===== config.mk =====
export PLATFORM = sky130hd
export DESIGN_NAME = nibble_serializer_fifo
export DESIGN_NICKNAME = d
export VERILOG_FILES = /design/src/rtl/nibble_serializer_fifo.sv
export SDC_FILE = /design/constraint.sdc
export NUM_CORES = 1
export LEC_CHECK = 0
export ABC_AREA = 1
export CORE_UTILIZATION = 59
export CTS_CLUSTER_DIAMETER = 40
export DETAILED_ROUTE_END_ITERATION = 10
export HOLD_SLACK_MARGIN = 0.05
export PLACE_DENSITY = 0.87
export SYNTH_ARGS = -nofsm -noshare
export SYNTH_HDL_FRONTEND = slang
export SYNTH_SLANG_ARGS = --single-unit

===== constraint.sdc =====
create_clock -name clk -period 2.5 [get_ports clk]
set_input_delay 0.5 -clock clk [delete_from_list [all_inputs] [get_ports clk]]
set_output_delay 0.5 -clock clk [all_outputs]
set_load 0.005 [all_outputs]

===== src/rtl/nibble_serializer_fifo.sv =====
// Byte FIFO feeding a two-nibble serializer with valid/ready handshakes on both sides.
// Optional sticky overflow flag `ovf` is built in when NIBBLE_SER_OVF_EN is defined.
module nibble_serializer_fifo #(
   parameter int         DEPTH       = 4,
   parameter int         AW          = 2,
   parameter bit         MSB_FIRST   = 1'b1,
   parameter logic [3:0] IDLE_NIBBLE = 4'b0000
) (
   input  logic          clk,
   input  logic          rst,
   input  logic [7:0]    in_data,
   input  logic          in_valid,
   output logic          in_ready,
   output logic [3:0]    d_out,
   output logic          d_valid,
   input  logic          out_ready,
`ifdef NIBBLE_SER_OVF_EN
   output logic          ovf,
`endif
   output logic [AW:0]   level
);

   typedef enum logic [1:0] {
      S_IDLE   = 2'd0,
      S_FIRST  = 2'd1,
      S_SECOND = 2'd2
   } state_t;

   localparam logic [AW:0]   DEPTH_L = (AW+1)'(DEPTH);
   localparam logic [AW:0]   LVL_ONE = (AW+1)'(1);
   localparam logic [AW-1:0] PTR_ONE = AW'(1);

   state_t        state_q, state_d;
   logic [AW-1:0] wptr_q, wptr_d;
   logic [AW-1:0] rptr_q, rptr_d;
   logic [AW:0]   level_q, level_d;
   logic [7:0]    byte_q, byte_d;
   logic [3:0]    d_out_q, d_out_d;
   logic          d_valid_q, d_valid_d;
   logic [7:0]    mem_q [DEPTH];
   logic          wr_s;
   logic          pop_s;

   function automatic logic [3:0] first_nib(input logic [7:0] b);
      if (MSB_FIRST) return b[7:4];
      else           return b[3:0];
   endfunction

   function automatic logic [3:0] second_nib(input logic [7:0] b);
      if (MSB_FIRST) return b[3:0];
      else           return b[7:4];
   endfunction

   // in_ready is a plain level compare, so a full FIFO refuses even when a pop coincides.
   assign in_ready = (level_q < DEPTH_L);
   assign wr_s     = in_valid && in_ready;
   assign d_out    = d_out_q;
   assign d_valid  = d_valid_q;
   assign level    = level_q;

   // Output FSM: one pop per byte, two nibbles per byte, no bubble between bytes.
   always_comb begin
      state_d   = state_q;
      byte_d    = byte_q;
      d_out_d   = d_out_q;
      d_valid_d = d_valid_q;
      pop_s     = 1'b0;
      case (state_q)
         S_IDLE: begin
            d_out_d   = IDLE_NIBBLE;
            d_valid_d = 1'b0;
            if (level_q != '0) begin
               pop_s     = 1'b1;
               byte_d    = mem_q[rptr_q];
               d_out_d   = first_nib(mem_q[rptr_q]);
               d_valid_d = 1'b1;
               state_d   = S_FIRST;
            end else begin
               state_d   = S_IDLE;
            end
         end
         S_FIRST: begin
            if (out_ready) begin
               d_out_d = second_nib(byte_q);
               state_d = S_SECOND;
            end else begin
               state_d = S_FIRST;
            end
         end
         S_SECOND: begin
            if (out_ready && (level_q != '0)) begin
               pop_s     = 1'b1;
               byte_d    = mem_q[rptr_q];
               d_out_d   = first_nib(mem_q[rptr_q]);
               d_valid_d = 1'b1;
               state_d   = S_FIRST;
            end else if (out_ready) begin
               d_out_d   = IDLE_NIBBLE;
               d_valid_d = 1'b0;
               state_d   = S_IDLE;
            end else begin
               state_d   = S_SECOND;
            end
         end
         default: begin
            d_out_d   = IDLE_NIBBLE;
            d_valid_d = 1'b0;
            state_d   = S_IDLE;
         end
      endcase
   end

   // Pointer and occupancy bookkeeping.
   always_comb begin
      wptr_d  = wr_s  ? (wptr_q + PTR_ONE) : wptr_q;
      rptr_d  = pop_s ? (rptr_q + PTR_ONE) : rptr_q;
      case ({wr_s, pop_s})
         2'b10:   level_d = level_q + LVL_ONE;
         2'b01:   level_d = level_q - LVL_ONE;
         default: level_d = level_q;
      endcase
   end

   // Control and output registers.
   always_ff @(posedge clk or posedge rst) begin
      if (rst) begin
         state_q   <= S_IDLE;
         wptr_q    <= '0;
         rptr_q    <= '0;
         level_q   <= '0;
         byte_q    <= 8'h00;
         d_out_q   <= IDLE_NIBBLE;
         d_valid_q <= 1'b0;
      end else begin
         state_q   <= state_d;
         wptr_q    <= wptr_d;
         rptr_q    <= rptr_d;
         level_q   <= level_d;
         byte_q    <= byte_d;
         d_out_q   <= d_out_d;
         d_valid_q <= d_valid_d;
      end
   end

   // FIFO storage.
   always_ff @(posedge clk or posedge rst) begin
      if (rst) begin
         for (int i = 0; i < DEPTH; i++) mem_q[i] <= 8'h00;
      end else if (wr_s) begin
         mem_q[wptr_q] <= in_data;
      end else begin
         mem_q[wptr_q] <= mem_q[wptr_q];
      end
   end

`ifdef NIBBLE_SER_OVF_EN
   logic ovf_q;
   assign ovf = ovf_q;

   // Sticky flag: any write attempt against a full FIFO, cleared only by reset.
   always_ff @(posedge clk or posedge rst) begin
      if (rst) begin
         ovf_q <= 1'b0;
      end else if (in_valid && (level_q == DEPTH_L)) begin
         ovf_q <= 1'b1;
      end else begin
         ovf_q <= ovf_q;
      end
   end
`endif

endmodule


==> summary.md <==
| Metric | Value |
|---|---|
| Wire per inst | `13.6 um` |
| Number of diodes | `0` |
| YS warnings | `0` |
| Num rows | `25` |
| Chip height | `72.4 um` |
| CP top delay family | `buffers and inverters` |
| Initial antenna violation count | `0` |
| Hold Buf Count CTS | `0` |
| Crit-path slowest cell | `clkdlybuf4s50_1` |
| Leakage | `1.83 nW` |
| Hold Vio Cnt, Final | `0` |
| Setup_tns | `0 ps` |
| Post-CTS Setup Bufs | `0` |
| Initial Utilization | `61.6%` |
| # setup viols final | `0` |
| Relative slew slack | `62.2%` |
| GRT Total Usage | `28.3%` |
| Crit path launch type | `input pin` |
| MaxCap Viol Count | `0` |
| Crit path arrival time | `2290 ps` |
| Synthesized flop and latch total | `50` |
| Post-Synthesis Cells | `405` |
| Power, Total | `4.72 mW` |
| DRC violations left | `0` |
| Post-Syn Area | `2930 um^2` |
| CP Cell Sequence | `clkdlybuf4s50_1, o21ai_1, nor2_4, ha_1, inv_1, fa_1, a21oi_1, o21ai_0, xor2_1` |
| Routability Congestion | `0.841` |
| Cts repair resizes | `0` |
| Simple-Gate Fraction of Synth Area | `36.1%` |
| Final period util | `83.7%` |
| CTS H-Tree Depth | `2` |
| Setup Skew | `3.50 ps` |
| Core area | `4750 um^2` |
| Total CTS buffers | `5` |
| Post-DP HPWL | `4610 um` |
| Max Slew Vio Count | `0` |
| CTS tree | `yes` |
| Layout area overhead | `11.4%` |
| Seq/Total Area, Yosys | `42.7%` |
| Main combinational cell family by area after synthesis | `simple AND/OR/NAND/NOR gates` |
| Die W | `72.4 um` |
| Mux cell area share after synthesis | `0%` |
| Syn_area_per_cell | `7.23 um^2` |
| P per Cell Area | `1450 nW/um^2` |
| First-pass GRT wire length | `11200 um` |
| Via-to-Cell Ratio | `5.21` |
| Post-Synth Adder-Cell Area | `2.82%` |
| Cell variety after synth | `25` |
| Minimum clock period | `2090 ps` |
| CP Class | `input pin to flip-flop` |
| Clock Latency Late Sink | `310 ps` |
| Clk sink count | `50` |
| DR vias | `2586` |
| Global route overflow | `0` |
| Largest net degree at the start of global routing | `28` |
| Post-layout nets | `447` |
| Hold Crit Class | `flip-flop to flip-flop` |
| Die area | `5250 um^2` |
| Area of the multi-input gates | `1370 um^2` |
| Clock Tree Buf Depth | `2` |
| Largest stage delay on the critical path | `520 ps` |
| Fin Hold WS | `485 ps` |
| Seq. cell area | `1250 um^2` |
| Most common cell after layout, fill and taps aside | `nand2_1` |
| Post-DRT Antenna Nets | `0` |
| XOR/XNOR Fraction of Synth Area | `1.20%` |
| 1st-iter DRT viols | `221` |
| Vias in the first global route | `2437` |
| Status | `complete, no violations` |
| IO Count | `21` |
| Post-Syn Nets | `423` |
| Peak VDD IR | `746 uV` |
| RSZ-0062 raised after global routing | `false` |
| Root buf cell | `clkbuf_8` |
| CP endpoint kind | `flip-flop` |
| Most frequent cells in the layout | `nand2_1 (182), dfrtp_1 (50), inv_1 (44)` |
| Compound-Gate Fraction of Synth Area | `6.54%` |
| Total Wirelength | `6760 um` |
| Worst slew pin tran | `567 ps` |
| Number of fill cells | `421` |
| Fmax | `478 MHz` |
| CP Buf/Inv Count | `2` |
| Clock-pin slew on the worst setup and hold paths | `90 ps` |
| Critical Path Fanout Max | `3` |
| Share of layout cells above drive strength 1 | `11.4%` |
| Drt first pass iters | `5` |
| Critical Path RT | `2690 ps` |
| Port bufs | `20` |
[metrics by stage]
step                util (%)  setup WS [ps]  cells  area [um^2]
floorplan                  -            635    405         2930
global placement        67.0            147    489         3190
detailed placement      67.0            100    489         3190
CTS                     68.6            418    496         3260
global route            68.6            308    496         3260
finish                  68.6            408    496         3260
[registers in the layout, summed over array words and instances (netlist names)]
name     cells
byte_q       4
d_out        4
d_valid      1
level        3
mem_q       32
rptr_q       2
state_q      2
wptr_q       2
[area by class of cell]
class / count / area share, %
clock buffers: 7 / 2.34
multi-input cells: 287 / 41.9
inverters: 55 / 6.41
flip-flops and latches: 50 / 38.4
repair buffers: 30 / 8.44
well taps: 67 / 2.57
[path summary, 6_finish.rpt]
kind | startpoint | cells past startpoint | slack, ps | end
setup / recovery | out_ready | 9 | 410 | level[2]$_DFFE_PP0P_
hold / removal | d_out[2]$_DFFE_PP0P_ | 2 | 480 | d_out[2]$_DFFE_PP0P_
setup reg to reg | level[0]$_DFFE_PP0P_ | 10 | 640 | level[2]$_DFFE_PP0P_
hold reg to reg | d_out[2]$_DFFE_PP0P_ | 2 | 480 | d_out[2]$_DFFE_PP0P_
max in group asynchronous | rst | 3 | 1340 | rptr_q[0]$_DFFE_PP0P_
min in group asynchronous | rst | 2 | 560 | mem_q[18]$_DFFE_PP0P_
[report_power, final]
part           switching (mW)  total (mW)  leakage [nW]  internal (mW)
registers               0.370        1.60         0.613           1.23
logic                    1.66        2.67          1.18           1.01
clock network           0.264       0.458        0.0383          0.193
total                    2.29        4.72          1.83           2.43
[cells in the mapped netlist, drive strengths merged]
cell | number | area, um^2
nor2 | 9 | 43.8
nand2 | 185 | 702
ha | 5 | 62.6
inv | 55 | 209
o211ai | 3 | 37.5
xnor2 | 1 | 8.76
xor2 | 3 | 26.3
dfrtp | 50 | 1250
buf | 13 | 101
o21ai | 21 | 105
nand3 | 41 | 255
or2 | 9 | 56.3
fa | 1 | 20.0
a21oi | 9 | 48.8
[cells by family after synthesis]
family          Yosys count
simple gates            244
fa+ha+maj                 6
buf+inv                  68
xor+xnor                  4
compound gates           33
flops                    50
[worst reg2reg max path, stage by stage, from the launching register on]
cell and delay (ps):
dfrtp_1 420, inv_2 80, nand3_2 90, inv_1 60, nor2_4 80, ha_1 140
inv_1 70, fa_1 390, a21oi_1 160, o21ai_0 110, xor2_1 150
[per-layer routing]
layer,track usage [%],up-vias,wire [um]
li1,-,1285,-
met1,37.0,1188,2870
met2,46.6,98,3220
met3,5.14,15,519
met4,11.1,0,144
met5,0,-,0
(Power assumes the default switching activity.)
